`config.mk`:
```
export PLATFORM = sky130hd
export DESIGN_NAME = pu_riscv_ahb3lite2apb4_bridge
export DESIGN_NICKNAME = d
export VERILOG_FILES = /design/src/rtl/pu_riscv_ahb3lite_pkg.sv /design/src/rtl/pu_riscv_ahb3lite2apb4_bridge.sv
export SDC_FILE = /design/constraint.sdc
export NUM_CORES = 1
export LEC_CHECK = 0
export ABC_AREA = 1
export CAP_MARGIN = 10
export CORE_MARGIN = 3
export CORE_UTILIZATION = 36
export CTS_CLUSTER_DIAMETER = 150
export CTS_CLUSTER_SIZE = 25
export DETAILED_ROUTE_END_ITERATION = 6
export PLACE_DENSITY = 0.81
export SYNTH_ARGS = -nofsm -noshare
export SYNTH_HDL_FRONTEND = slang
export SYNTH_SLANG_ARGS = --single-unit
```
`constraint.sdc`:
```
create_clock -name HCLK -period 1.25 [get_ports HCLK]
set_input_delay 0.125 -clock HCLK [delete_from_list [all_inputs] [get_ports HCLK]]
set_output_delay 0.125 -clock HCLK [all_outputs]
set_load 0.1 [all_outputs]
```
`src/rtl/pu_riscv_ahb3lite_pkg.sv`:
```
// Shared AHB-Lite definitions: transfer/size/response encodings, the
// AHB-to-APB bridge state type, and the APB write-strobe helper.
package pu_riscv_ahb3lite_pkg;

  localparam logic [1:0] HTRANS_IDLE   = 2'b00;
  localparam logic [1:0] HTRANS_BUSY   = 2'b01;
  localparam logic [1:0] HTRANS_NONSEQ = 2'b10;
  localparam logic [1:0] HTRANS_SEQ    = 2'b11;

  localparam logic [2:0] HSIZE_BYTE  = 3'b000;
  localparam logic [2:0] HSIZE_HWORD = 3'b001;
  localparam logic [2:0] HSIZE_WORD  = 3'b010;

  localparam logic HRESP_OKAY  = 1'b0;
  localparam logic HRESP_ERROR = 1'b1;

  typedef enum logic [2:0] {
    ST_IDLE,
    ST_LOAD,
    ST_SETUP,
    ST_ACCESS,
    ST_DONE,
    ST_ERR1,
    ST_ERR2
  } bridge_state_t;

  // Byte lanes of a 32-bit APB bus touched by a write; reads strobe nothing.
  function automatic logic [3:0] apb_strobe(input logic       write,
                                            input logic [2:0] size,
                                            input logic [1:0] addr);
    logic [3:0] strb;
    strb = 4'b0000;
    if (write) begin
      case (size)
        HSIZE_BYTE:  strb = 4'b0001 << addr;
        HSIZE_HWORD: strb = 4'b0011 << {addr[1], 1'b0};
        default:     strb = 4'b1111;
      endcase
    end
    return strb;
  endfunction

endpackage

```
`src/rtl/pu_riscv_ahb3lite2apb4_bridge.sv`:
```
// AHB-Lite slave to APB4 master bridge with wait-state insertion, two-cycle
// error responses and an optional ACCESS-phase timeout.
module pu_riscv_ahb3lite2apb4_bridge
  import pu_riscv_ahb3lite_pkg::*;
#(
  parameter int HADDR_SIZE = 32,
  parameter int HDATA_SIZE = 32,
  parameter int PADDR_SIZE = 8,
  parameter int PDATA_SIZE = 32,
  parameter int TIMEOUT    = 0
) (
  input  logic                    HCLK,
  input  logic                    HRESET,
  input  logic                    HSEL,
  input  logic [HADDR_SIZE-1:0]   HADDR,
  input  logic [HDATA_SIZE-1:0]   HWDATA,
  output logic [HDATA_SIZE-1:0]   HRDATA,
  input  logic                    HWRITE,
  input  logic [2:0]              HSIZE,
  input  logic [2:0]              HBURST,
  input  logic [3:0]              HPROT,
  input  logic [1:0]              HTRANS,
  input  logic                    HMASTLOCK,
  input  logic                    HREADY,
  output logic                    HREADYOUT,
  output logic                    HRESP,
  output logic                    PSEL,
  output logic                    PENABLE,
  output logic [2:0]              PPROT,
  output logic                    PWRITE,
  output logic [PDATA_SIZE/8-1:0] PSTRB,
  output logic [PADDR_SIZE-1:0]   PADDR,
  output logic [PDATA_SIZE-1:0]   PWDATA,
  input  logic [PDATA_SIZE-1:0]   PRDATA,
  input  logic                    PREADY,
  input  logic                    PSLVERR
);

  localparam int STRB_W = PDATA_SIZE / 8;
  localparam int CNT_W  = (TIMEOUT > 1) ? $clog2(TIMEOUT) : 1;
  localparam logic [CNT_W-1:0] CNT_LAST = CNT_W'((TIMEOUT > 0) ? TIMEOUT - 1 : 0);

  bridge_state_t state, state_nxt;
  logic [CNT_W-1:0] cnt;
  logic accept, can_accept, timeout_hit;

  assign accept      = HSEL & HREADY & HTRANS[1];
  assign can_accept  = (state == ST_IDLE) || (state == ST_DONE) || (state == ST_ERR2);
  assign timeout_hit = (TIMEOUT > 0) && (cnt == CNT_LAST);

  always_comb begin
    state_nxt = state;
    case (state)
      ST_IDLE, ST_DONE, ST_ERR2: begin
        if (accept) state_nxt = (HSIZE > HSIZE_WORD) ? ST_ERR1 : ST_LOAD;
        else        state_nxt = ST_IDLE;
      end
      ST_LOAD:  state_nxt = ST_SETUP;
      ST_SETUP: state_nxt = ST_ACCESS;
      ST_ACCESS: begin
        if (PREADY)           state_nxt = PSLVERR ? ST_ERR1 : ST_DONE;
        else if (timeout_hit) state_nxt = ST_ERR1;
      end
      ST_ERR1:  state_nxt = ST_ERR2;
      default:  state_nxt = ST_IDLE;
    endcase
  end

  // AHB response is a pure decode of the state register.
  assign HREADYOUT = ~((state == ST_LOAD) || (state == ST_SETUP) ||
                       (state == ST_ACCESS) || (state == ST_ERR1));
  assign HRESP     = ((state == ST_ERR1) || (state == ST_ERR2)) ? HRESP_ERROR : HRESP_OKAY;
  assign PSEL      = (state == ST_SETUP) || (state == ST_ACCESS);
  assign PENABLE   = (state == ST_ACCESS);

  always_ff @(posedge HCLK) begin
    if (HRESET) begin
      state  <= ST_IDLE;
      cnt    <= '0;
      PADDR  <= '0;
      PWRITE <= 1'b0;
      PPROT  <= 3'b000;
      PSTRB  <= '0;
      PWDATA <= '0;
      HRDATA <= '0;
    end else begin
      state <= state_nxt;
      if (can_accept && accept) begin
        PADDR  <= HADDR[PADDR_SIZE-1:0];
        PWRITE <= HWRITE;
        PPROT  <= {~HPROT[0], 1'b0, HPROT[1]};
        PSTRB  <= STRB_W'(apb_strobe(HWRITE, HSIZE, HADDR[1:0]));
      end
      if ((state == ST_LOAD) && PWRITE) PWDATA <= HWDATA;
      if (state == ST_SETUP)       cnt <= '0;
      else if (state == ST_ACCESS) cnt <= cnt + CNT_W'(1);
      if ((state == ST_ACCESS) && PREADY && !PSLVERR) HRDATA <= PRDATA;
    end
  end

  logic unused_ok;
  assign unused_ok = ^{HBURST, HMASTLOCK, HPROT[3:2], HTRANS[0],
                       HADDR[HADDR_SIZE-1:PADDR_SIZE]};

endmodule

```
# Word level (Yosys, flattened, before mapping)
# Cells that the tools add are included.
[word_totals]
regBits = 82
out_inout_bits = 84
elab_cells = 45
[op_classes]
order_cmp = 1
eq_ne = 8
shifts = 2
mux = 8
bitwise = 4
n_reduce_logical = 15
[op_table]
columns = ["cell", "n"]
rows = [
  ["3-bit one-hot mux with 5 select lines", 1],
  ["3-bit == test, second input constant", 3],
  ["3-bit two-way mux", 3],
  ["4-bit one-hot mux with 2 select lines", 1],
  ["1-bit logical OR", 7],
  ["3-bit by 1-bit == test with 1-bit output, second input constant", 2],
  ["3-bit by 2-bit == test with 1-bit output, second input constant", 2],
  ["3-bit logical NOT", 2],
  ["1-bit logical AND", 4],
  ["4-bit two-way mux", 1],
  ["1-bit by 2-bit << shifter with 4-bit output, first input constant", 1],
  ["2-bit by 2-bit << shifter with 4-bit output, first input constant", 1],
  ["3-bit by 2-bit greater-than comparator with 1-bit output, second input constant", 1],
  ["3-bit OR reduction", 1],
  ["1-bit AND", 2],
  ["1-bit two-way mux", 2],
  ["2-bit by 1-bit != test with 1-bit output, second input constant", 1],
  ["1-bit inverter", 2],
  ["1-bit logical NOT", 1],
]

# Longest topological paths before layout
# Gate-level depths: netlist (run 1).
[logic_depth]
depth_word = 5
mapped_depth = 8
mapped_depth_nobuf = 7

# Worst setup path before layout (run 1)
# OpenSTA, ideal clock, no wires.
[synth_path]
path_kind = "flip-flop to output port"
startpoint = "register state[2]"
endpoint = "output HREADYOUT"
t_arrival_ps = 2321
t_required_ps = 1125
setup_slack_ps = -1196
stages_incl_launch_ff = 5
n_path_buf = 0
cell_sequence = "dfxtp_1 > inv_2 > nand2_4 > inv_1 > nor2_1"
[synth_between]
elab_chain_cells = 5
word_cells_on_any_way = 8
classes_between = "4 x eq/ne; 1 x bitwise; 3 x reduce/logical"
[synth_lines]
columns = ["item", "line", "rtl"]
rows = [
  ["start, declared", "pu_riscv_ahb3lite2apb4_bridge.sv:43", "bridge_state_t state, state_nxt;"],
  ["start signal, assigned", "pu_riscv_ahb3lite2apb4_bridge.sv:87", "state <= state_nxt;"],
  ["3-bit by 1-bit == test with 1-bit output / 3-bit by 2-bit == test with 1-bit output (equally long branches)", "pu_riscv_ahb3lite2apb4_bridge.sv:70", "assign HREADYOUT = ~((state == ST_LOAD) || (state == ST_SETUP) ||"],
  ["1-bit logical OR (2 in series)", "pu_riscv_ahb3lite2apb4_bridge.sv:70", ""],
  ["1-bit logical OR *", "pu_riscv_ahb3lite2apb4_bridge.sv:71", "(state == ST_ACCESS) || (state == ST_ERR1));"],
  ["1-bit inverter *", "pu_riscv_ahb3lite2apb4_bridge.sv:70", ""],
  ["end, declared", "pu_riscv_ahb3lite2apb4_bridge.sv:25", "output logic HREADYOUT,"],
]
# Mark *: on every way between the ends. The rest lies on a longest branch, timed or not.

# Final worst setup path (run 1)
[layout_path]
startpoint = "register state[1]"
endpoint = "output HRESP"
[layout_between]
elab_chain_cells = 3
word_cells_on_any_way = 4
classes_between = "2 x eq/ne; 1 x mux; 1 x reduce/logical"
[layout_lines]
columns = ["item", "line", "rtl"]
rows = [
  ["3-bit == test", "pu_riscv_ahb3lite2apb4_bridge.sv:72", "assign HRESP = ((state == ST_ERR1) || (state == ST_ERR2)) ? HRESP_ERROR : HRESP_OKAY;"],
  ["1-bit logical OR *", "pu_riscv_ahb3lite2apb4_bridge.sv:72", ""],
  ["1-bit two-way mux *", "pu_riscv_ahb3lite2apb4_bridge.sv:72", ""],
  ["end, declared", "pu_riscv_ahb3lite2apb4_bridge.sv:26", "output logic HRESP,"],
]
# Marked as above.

==> key figures, run 1 <==
Outcome
  • Outcome: finished, violations left
  • Failing checks: setup timing

Timing
  • Post-route setup slack: -0.140 ns
  • RSZ-0062 raised after global routing: yes
  • Final Hold Viols: 0
  • Period minus WS final: approximately 1.4 ns
  • Slew Viols, Final: 0
  • Hold slack: between 0.3 and 0.4 ns
  • Setup TNS: -3.61 ns
  • FMAX: around 700 MHz
  • Crit share post-route: 111%
  • Layout Skew: approximately 0.0084 ns
  • Final setup viols: 67

Power and ir drop
  • Static Leak: between 2 and 3 nW
  • Switch share: between 20 and 30%
  • Total power: just over 6 mW
  • Clock network fraction of design power: between 30% and 40%
  • Switching power total: 1.54 mW
  • P_int: about 4.6 mW
  • Sequential power share: between 40% and 50%
  • Comb power frac: between 15 and 20%
  • VDD IR max: about 0.7 mV
  • P per Cell Area: between 900 and 1000 mW/mm^2

Routing
  • Uppermost routed layer: met4
  • Met3 routed WL: about 940 um
  • First-iteration detailed-routing DRC count: roughly 120
  • Drt pass-1 iters: 4
  • Wire length per cell: about 18 um
  • Post-route ant nets: 0
  • DRC violations left: 0
  • Number of vias per cell: around 5.1
  • Met2 wire length: 6.42 mm
  • Final wirelength: around 12 mm
  • Routed length on met1: about 4.6 mm
  • DR vias: 3,531

Synthesis
  • Mapped Area: around 0.003 mm^2
  • Number of distinct library cells after synthesis: 17
  • #FFs+latches synth: between 80 and 90
  • Most area-hungry cell type in the Yosys netlist: dfxtp_1
  • YS warnings: 0
  • Synth area leaders: dfxtp_1, nor2_1, o21ai_0
  • Top-area cell type share of the netlist area: a little over half
  • Syn_nets: 511
  • Syn avg cell area: between 7 and 8 um^2
  • Mapped Cells: 395
  • Post-synthesis sequential area ratio: a little over half

Global routing
  • Grt total ovfl: 0
  • Largest net degree at the start of global routing: 33
  • First-pass GRT wire length: between 15 and 20 mm
  • Initial antenna violation count: 0
  • Total GRT Usage: roughly a quarter
  • Number of global-route vias before repair: about 3,600

Critical path
  • CP Buf/Inv Count: 2
  • Worst-path maximum fanout: 4
  • WP data required: about 1.1 ns
  • Max incr delay on CP: 0.38 ns
  • CP delay by family, top: flip-flops
  • Critical Path, Cell by Cell: nor2_4 > buf_6 > nand2_4 > nand2_4 > buf_12
  • Kind of critical path: flip-flop to output port
  • Arr. time, crit path: ~1.3 ns
  • CP Capture Type: output port
  • Most used cell, CP: nand2_4
  • Crit path launch type: flip-flop
  • Worst path slowest cell: dfxtp_4

Clock network
  • Clk root buf: clkbuf_8
  • Clock sinks: 82
  • H-tree levels: 3
  • TritonCTS clock tree: yes
  • Clock buffer depth: 2
  • Clk Latency, worst-skew pair: approximately 0.34 ns
  • Clock Pin Slew Worst Setup and Hold Paths: 0.08 ns
  • CTS Buf Count: 9

Layout
  • N_diodes: 0
  • NumNets Final: just over 700
  • Multi-input logic area: around 0.0016 mm^2
  • Layout cells sized above 1: 48.0%
  • Design Area, Final: slightly below 0.007 mm^2
  • Share of the core filled with cells: between 80% and 90%
  • Non-filler instance count after layout: about 700
  • Fill count: between 300 and 400
  • Syn-to-layout area delta: 126%
  • Flip-flop and latch area: 0.00170 mm^2

Placement
  • Gpl congestion: roughly 0.8
  • Placed inst area: slightly below 0.006 mm^2
  • Buffers on Ports: ~170
  • Cell Count Post-Placement: between 600 and 700
  • Pre-CTS setup slack: -0.317 ns
  • DP HPWL: between 7 and 8 mm

Floorplan
  • I/O Pins: 200
  • Core area: roughly 0.0079 mm^2
  • Die area: 0.00947 mm^2
  • Chip height: about 97 um
  • Row count: 32
  • Initial Utilization: a little under two fifths
  • Die W: ~100 um

Worst hold path
  • Min-delay worst type: input pin to flip-flop

Job
  • Max Cap Violations: 0
-- logic make-up (layout without fill, tap and decap cells) --
group | after synthesis | in the layout | synth area share [%]
AO/OA/AOI/OAI | 85 | 85 | 14.2
AND/OR/NAND/NOR | 191 | 192 | 25.5
buffers and inverters | 36 | 234 | 5.46
flip-flops | 82 | 82 | 54.7
other | 1 | 1 | 0.125
-- layout make-up --
cell class / count / share of cell area (%)
inverter: 13 / 1.12
sequential: 82 / 25.1
multi-input combinational: 278 / 23.9
timing repair buffer: 205 / 44.3
tap: 102 / 1.88
clock buffer: 12 / 2.29
clock inverter: 4 / 1.42
-- sequential cells by signal, summed over array words and instances, names as in the netlist --
register,count
PWRITE,1
PPROT,2
HRDATA,32
PWDATA,32
PSTRB,4
PADDR,8
state,3
-- Yosys cell counts (all sizes together) --
cell,instances
a21oi,7
buf,13
clkbuf,10
conb,1
dfxtp,82
inv,13
nand2,24
nand3,11
nor2,155
nor3,1
o21ai,78
-- repair_timing --
action | in CTS | in global routing
pin swaps | 36 | 46
endpoints found under the hold margin | 0 | 0
setup buffers | 10 | 1
endpoints found under the setup margin | 69 | 83
gates cloned | 6 | 5
gates resized for setup | 80 | 128
hold buffers | 0 | 0
-- tightest hold or removal path, cell delays in order --
cell,delay [ns]
clkdlybuf4s50_1,0.39
nor2_1,0.10
nor2_1,0.05
-- layout by cell type, fill, tap and decap left out, drive strengths merged --
cell and count:
nor3 1, nor2 155, clkdlybuf4s50 84, clkbuf 15
nand2 24, dfxtp 82, nand3 12, o21ai 78
inv 13, a21oi 7, clkinvlp 1, buf 118
conb 1, bufinv 3
-- path summary, 6_finish.rpt --
kind / start / end / slack, ns / depth (start not counted)
max: state[1]$_SDFFE_PP0P_ / HRESP / -0.14 / 5
min: PRDATA[18] / HRDATA[18]$_SDFFE_PP0P_ / 0.35 / 3
max reg2reg: state[1]$_SDFFE_PP0P_ / PWDATA[11]$_SDFFE_PP0P_ / -0.11 / 7
min reg2reg: PSTRB[3]$_SDFFE_PP0P_ / PSTRB[3]$_SDFFE_PP0P_ / 0.52 / 2
-- routing by layer --
layer  track usage, %  up-vias
li1                 -     1658
met1             25.9     1669
met2             43.4      166
met3             7.97       38
met4             7.56        0
met5                0        -
-- power by group through the flow --
stage | registers, mW | clock network (mW) | logic [mW]
final | 2.70 | 2.35 | 1.10
after CTS | 2.69 | 2.39 | 1.02
after global routing | 2.70 | 2.50 | 1.15
after global placement | 2.75 | 0 | 0.943
after floorplan | 2.97 | 0 | 0.213
after detailed placement | 2.75 | 0 | 0.957
No activity file was read; power rests on OpenSTA's default activity.
==> run 2: changes to the inputs <==
CORE_UTILIZATION = 32   (was 36)
PLACE_DENSITY = 0.76   (was 0.81)
clock period = 1.24 ns   (was 1.25 ns; I/O delays follow)
==> run 2 against run 1 <==
  * Highest routed layer unchanged
  * The flow still finishes with violations (setup timing)
  * Non-clock buffer count increased by 10
  * Setup slack got worse by 0.066 ns
  * Clock skew increased by 0.00087 ns
  * Wire length increased by 2.5%
  * Register-to-register slack got worse by 0.096 ns
  * Global-route usage decreased by 0.99 points
  * Worst hold slack got worse by 0.013 ns
  * Largest power group unchanged
==> key figures, run 2 (synthesis results as in run 1) <==
Outcome
  • Outcome: finished, violations left
  • Failing checks: setup timing

Timing
  • Crit share post-route: 117%
  • Slew Viols, Final: 0
  • Hold slack: approximately 0.34 ns
  • Final Hold Viols: 0
  • FMAX: around 700 MHz
  • RSZ-0062 raised after global routing: yes
  • Final setup viols: 85
  • Post-route setup slack: -0.206 ns
  • Layout Skew: 0.00924 ns
  • Period minus WS final: between 1 and 1.5 ns

Critical path
  • WP data required: between 1 and 1.5 ns
  • Max incr delay on CP: between 0.3 and 0.4 ns
  • Worst path slowest cell: dfxtp_2
  • FF-to-FF path depth: 9
  • Arr. time, crit path: roughly 1.7 ns
  • Crit path launch type: flip-flop
  • Critical Path, Cell by Cell: inv_2 > nand2_4 > buf_12 > nor3_4 > buf_6 > inv_8 > buf_16 > nor2_4 > nor2_1
  • Setup slack, reg-to-reg: -0.21 ns
  • Kind of critical path: flip-flop to flip-flop
  • RR Startpoint: state[2]$_SDFFE_PP0P_
  • RR Endpoint: HRDATA[30]$_SDFFE_PP0P_
  • CP Capture Type: flip-flop
  • Worst-path maximum fanout: 8

Global routing
  • Grt total ovfl: 0
  • Initial antenna violation count: 0
  • Met3 usage: around a tenth
  • GRT met1 Usage: a little under a quarter
  • GRT met2 Usage: 41.5%
  • Gr busiest metal: met2
  • First-pass GRT wire length: 18.5 mm
  • Number of global-route vias before repair: roughly 3,700
  • Largest net degree at the start of global routing: 42
  • Total GRT Usage: between 20% and 30%

Routing
  • DRC violations left: 0
  • First-iteration detailed-routing DRC count: 82
  • DR vias: about 3,500
  • Number of vias per cell: ~5
  • Drt pass-1 iters: 4
  • Wire length per cell: around 18 um
  • Post-route ant nets: 0
  • Final wirelength: roughly 13 mm

Layout
  • Fill count: 498
  • Top flop regs: HRDATA x32, PWDATA x32, PADDR x8
  • Commonest non-fill, non-tap cells in the layout: buf_12, nor2_1, clkdlybuf4s50_1
  • N_diodes: 0
  • Layout cells sized above 1: a little over half
  • Non-filler instance count after layout: a little over 700
  • Commonest non-fill, non-tap cell in the layout: buf_12
  • Syn-to-layout area delta: 139%
  • NumNets Final: about 710

Floorplan
  • Row count: 34
  • Die W: just over 100 um
  • Initial Utilization: around 34%
  • Die area: 0.0106 mm^2
  • I/O Pins: 200
  • Core area: about 0.0089 mm^2
  • Chip height: between 100 and 150 um

Placement
  • Pre-CTS setup slack: -0.286 ns
  • Cell Count Post-Placement: around 670
  • Gpl congestion: 0.785
  • DP HPWL: between 7 and 8 mm
  • Buffers on Ports: 167

Clock network
  • TritonCTS clock tree: yes
  • Clk Latency, worst-skew pair: 0.35 ns
  • Clock buffer depth: 2
  • Clk root buf: clkbuf_8
  • Cts hold-fix bufs: 0
  • Clock Pin Slew Worst Setup and Hold Paths: around 0.080 ns
  • Clock sinks: 82
  • H-tree levels: 3
  • CTS Buf Count: 9

Power and ir drop
  • Clock network fraction of design power: between 30% and 40%
  • P_int: between 4 and 5 mW
  • P per Cell Area: 846 mW/mm^2
  • Comb power frac: 19.2%
  • Sequential power share: around 45%
  • Switching power total: about 1.6 mW
  • Switch share: a little over a quarter
  • Static Leak: ~2.8 nW
  • VDD IR max: between 0.5 and 0.6 mV

Worst hold path
  • Worst Min Path Start: PRDATA[16]
  • Min-delay worst type: input pin to flip-flop
  • Hold path depth: 3
  • Hold Path End: HRDATA[16]$_SDFFE_PP0P_

Job
  • Max Cap Violations: 0
[run 2: cell count changes in the layout (fill, tap and decap cells not counted), sizes merged]
cell	before	now
clkbuf	15	13
bufinv	3	2
nand3	12	11
clkinv	0	3
inv	13	10
buf	118	130
clkinvlp	1	2
[run 2: power groups by stage]
| stage | Sequential, mW | Combinational, mW | Clock [mW] |
|---|---|---|---|
| 6_report | 2.72 | 1.17 | 2.19 |
| 5_1_grt | 2.72 | 1.21 | 2.35 |
| 4_1_cts | 2.71 | 1.08 | 2.24 |
| 3_5_place_dp | 2.78 | 0.961 | 0 |
| 3_3_place_gp | 2.77 | 0.948 | 0 |
| 2_1_floorplan | 2.99 | 0.215 | 0 |
[run 2: what timing repair did]
| action | in CTS | in global routing |
|---|---|---|
| pin swaps | 44 | 45 |
| setup endpoints to repair | 66 | 85 |
| endpoints found under the hold margin | 0 | 0 |
| setup buffers | 20 | 4 |
| cloned | 9 | 2 |
| resized for setup | 162 | 118 |
[run 2: cell type report]
cell class | count | area (um^2) | area share (%)
clock buffers | 12 | 156 | 2.18
clock inverters | 4 | 72.6 | 1.01
inverters | 13 | 72.6 | 1.01
multi-input cells | 277 | 1810 | 25.3
flip-flops and latches | 82 | 1710 | 23.8
well taps | 108 | 135 | 1.88
repair buffers | 215 | 3220 | 44.9
[run 2: per-layer routing]
| layer | vias up | routed length, um |
|---|---|---|
| met4 | 0 | 285 |
| li1 | 1675 | - |
| met3 | 24 | 1210 |
| met1 | 1663 | 4470 |
| met5 | - | 0 |
| met2 | 151 | 6830 |
[run 2: per-stage QoR]
step	TNS, ns	area [um^2]	power [mW]	util [%]
after floorplan	-1.18	3080	3.21	-
after global placement	-7.27	5800	3.72	64.9
after detailed placement	-11.39	5800	3.74	64.9
after CTS	-5.16	6840	6.03	76.5
after global routing	-14.83	7180	6.29	80.4
final	-9.93	7180	6.07	80.4
[run 2: worst max path at each step]
stage | start | end | slack (ns) | depth (start not counted)
finish | state[2]$_SDFFE_PP0P_ | HRDATA[30]$_SDFFE_PP0P_ | -0.21 | 9
global route | state[2]$_SDFFE_PP0P_ | HRDATA[30]$_SDFFE_PP0P_ | -0.27 | 9
CTS | state[0]$_SDFFE_PP0P_ | HRESP | -0.17 | 6
detailed placement | PREADY | HRDATA[5]$_SDFFE_PP0P_ | -0.29 | 6
global placement | PREADY | HRDATA[1]$_SDFFE_PP0P_ | -0.19 | 7
floorplan | state[2]$_SDFFE_PP0P_ | HREADYOUT | -0.44 | 4
[run 2: critical path: cells and delay by family (launching register included)]
family,cells,cell delay (ns)
buf+inv,5,0.57
flops,1,0.34
simple gates,4,0.41
==> run 3: changes to the inputs <==
SETUP_SLACK_MARGIN = 0.1   (was not set)
TNS_END_PERCENT = 10   (was not set)
clock period = 1.2 ns   (was 1.24 ns; I/O delays follow)
==> run 3 against run 2 <==
  * The run still ends with setup timing left
  * Sequential share of layout area increased by 2.5 points
  * Utilization fell by 9.8 points
  * Die area unchanged
  * Clock skew is 0.0011 ns higher
  * Count of clock-buffer cells in the layout shrank 1
  * Worst hold slack gained 0.020 ns
  * Largest cell class unchanged
  * Largest power group unchanged
  * Highest routed layer unchanged
==> key figures, run 3 (synthesis results as in run 1) <==
Outcome
  • Outcome: finished, violations left
  • Failing checks: setup timing

Timing
  • RSZ-0062 raised after global routing: yes
  • Period minus WS final: 1.39 ns
  • Slew Viols, Final: 0
  • FMAX: between 700 and 800 MHz
  • Final Hold Viols: 0
  • Final setup viols: 45
  • Post-route setup slack: -0.192 ns
  • Layout Skew: 0.0104 ns
  • Crit share post-route: 116%

Floorplan
  • Initial Utilization: 33.6%
  • Chip height: between 100 and 150 um
  • Die W: approximately 100 um
  • I/O Pins: 200
  • Row count: 34
  • Die area: approximately 0.011 mm^2
  • Core area: slightly below 0.009 mm^2

Layout
  • Commonest non-fill, non-tap cell in the layout: nor2_1
  • Fill count: approximately 650
  • Multi-input logic area: between 0.001 and 0.0015 mm^2
  • N_diodes: 0
  • NumNets Final: between 600 and 700
  • Flip-flop and latch area: 0.00166 mm^2
  • Top flop regs: HRDATA x32, PWDATA x32, PADDR x8
  • Commonest non-fill, non-tap cells in the layout: nor2_1, buf_12, clkdlybuf4s50_1
  • Design Area, Final: approximately 0.0063 mm^2
  • Share of the core filled with cells: between 70% and 80%
  • Syn-to-layout area delta: 110%
  • Layout cells sized above 1: between 30% and 40%

Critical path
  • Kind of critical path: flip-flop to output port
  • Arr. time, crit path: approximately 1.3 ns
  • CP Buf/Inv Count: 4
  • Most used cell, CP: buf_6
  • Setup slack, reg-to-reg: -0.16 ns
  • Crit path launch type: flip-flop
  • Critical Path, Cell by Cell: inv_4 > buf_6 > buf_6 > nor2_4 > buf_12
  • CP Capture Type: output port
  • Max incr delay on CP: approximately 0.36 ns
  • WP data required: 1.08 ns
  • Worst path slowest cell: dfxtp_2
  • Worst-path maximum fanout: 3
  • CP delay by family, top: buffers and inverters

Job
  • Max Cap Violations: 0

Power and ir drop
  • P per Cell Area: a little under 1000 mW/mm^2
  • VDD IR max: between 0.5 and 0.6 mV
  • Static Leak: 2.57 nW

Global routing
  • Initial antenna violation count: 0
  • Largest net degree at the start of global routing: 44
  • Total GRT Usage: approximately a fifth
  • Grt total ovfl: 0
  • Number of global-route vias before repair: between 3,000 and 4,000
  • First-pass GRT wire length: about 16 mm

Routing
  • Post-route ant nets: 0
  • First-iteration detailed-routing DRC count: about 110
  • Final wirelength: 10.4 mm
  • Number of vias per cell: roughly 4.7
  • DR vias: 3,287
  • Drt pass-1 iters: 5
  • Wire length per cell: about 15 um
  • DRC violations left: 0

Clock network
  • Clock sinks: a little over 80
  • Clock Pin Slew Worst Setup and Hold Paths: about 0.080 ns
  • CTS Buf Count: 9
  • Clk Latency, worst-skew pair: 0.34 ns
  • H-tree levels: 3
  • Cts hold-fix bufs: 0
  • Clk root buf: clkbuf_8
  • Clock buffer depth: 2
  • TritonCTS clock tree: yes

Placement
  • Placed inst area: approximately 0.0057 mm^2
  • Gpl congestion: about 0.79
  • DP HPWL: between 7 and 8 mm
  • Buffers on Ports: 167

Worst hold path
  • Min-delay worst type: input pin to flip-flop
run 3: cell types whose count changed in the layout (fill, tap and decap cells not counted), moves of 30 or more:
cell,delta
dfxtp_1,+41
dfxtp_2,-41
nor2_1,+48
nor2_4,-33
o21ai_0,+30
o21ai_2,-41
run 3: power by group:
group / switching [mW] / internal, mW
clock: 1.01 / 1.30
combinational: 0.562 / 0.527
sequential: 0.0450 / 2.76
run 3: cell type report:
type | count | area share, %
tap | 108 | 2.14
clock buffer | 11 | 2.40
clock inverter | 5 | 1.37
timing repair buffer | 200 | 45.6
inverter | 13 | 1.17
multi-input combinational | 277 | 21.0
sequential | 82 | 26.3
run 3: through the flow:
step	setup TNS, ns	hold slack, ns	cells	worst slack [ns]	total power, mW
2_1_floorplan	-5.48	0.179	395	-0.476	3.31
3_3_place_gp	-13.45	0.496	662	-0.387	3.84
3_5_place_dp	-14.43	0.495	662	-0.420	3.86
4_1_cts	-5.83	0.334	696	-0.221	6.26
5_1_grt	-9.25	0.351	696	-0.248	6.46
6_report	-4.66	0.361	696	-0.192	6.20
run 3: worst min-delay path, cell delays in order:
cell and delay, ns:
clkdlybuf4s50_1 0.40, nor2_1 0.10, nor2_1 0.04
run 3: per-layer routing:
| layer | wire length [um] | global-route usage (%) |
|---|---|---|
| met5 | 0 | 0 |
| met4 | 157 | 6.47 |
| met3 | 871 | 5.82 |
| met2 | 5280 | 33.2 |
| met1 | 4100 | 22.7 |
run 3: repair_timing:
action / in CTS / in global routing
gates resized for setup: 59 / 34
setup buffers: 16 / 1
setup endpoints to repair: 85 / 95
endpoints found under the hold margin: 0 / 0
pin swaps: 11 / 10
gates cloned: 2 / 0
run 3: path summary, 6_finish.rpt:
check,cells after the start,end,from
setup / recovery,5,PENABLE,state[0]$_SDFFE_PP0P_
hold / removal,3,HRDATA[18]$_SDFFE_PP0P_,PRDATA[18]
setup reg to reg,7,HRDATA[27]$_SDFFE_PP0P_,state[0]$_SDFFE_PP0P_
hold reg to reg,2,PWDATA[0]$_SDFFE_PP0P_,PWDATA[0]$_SDFFE_PP0P_
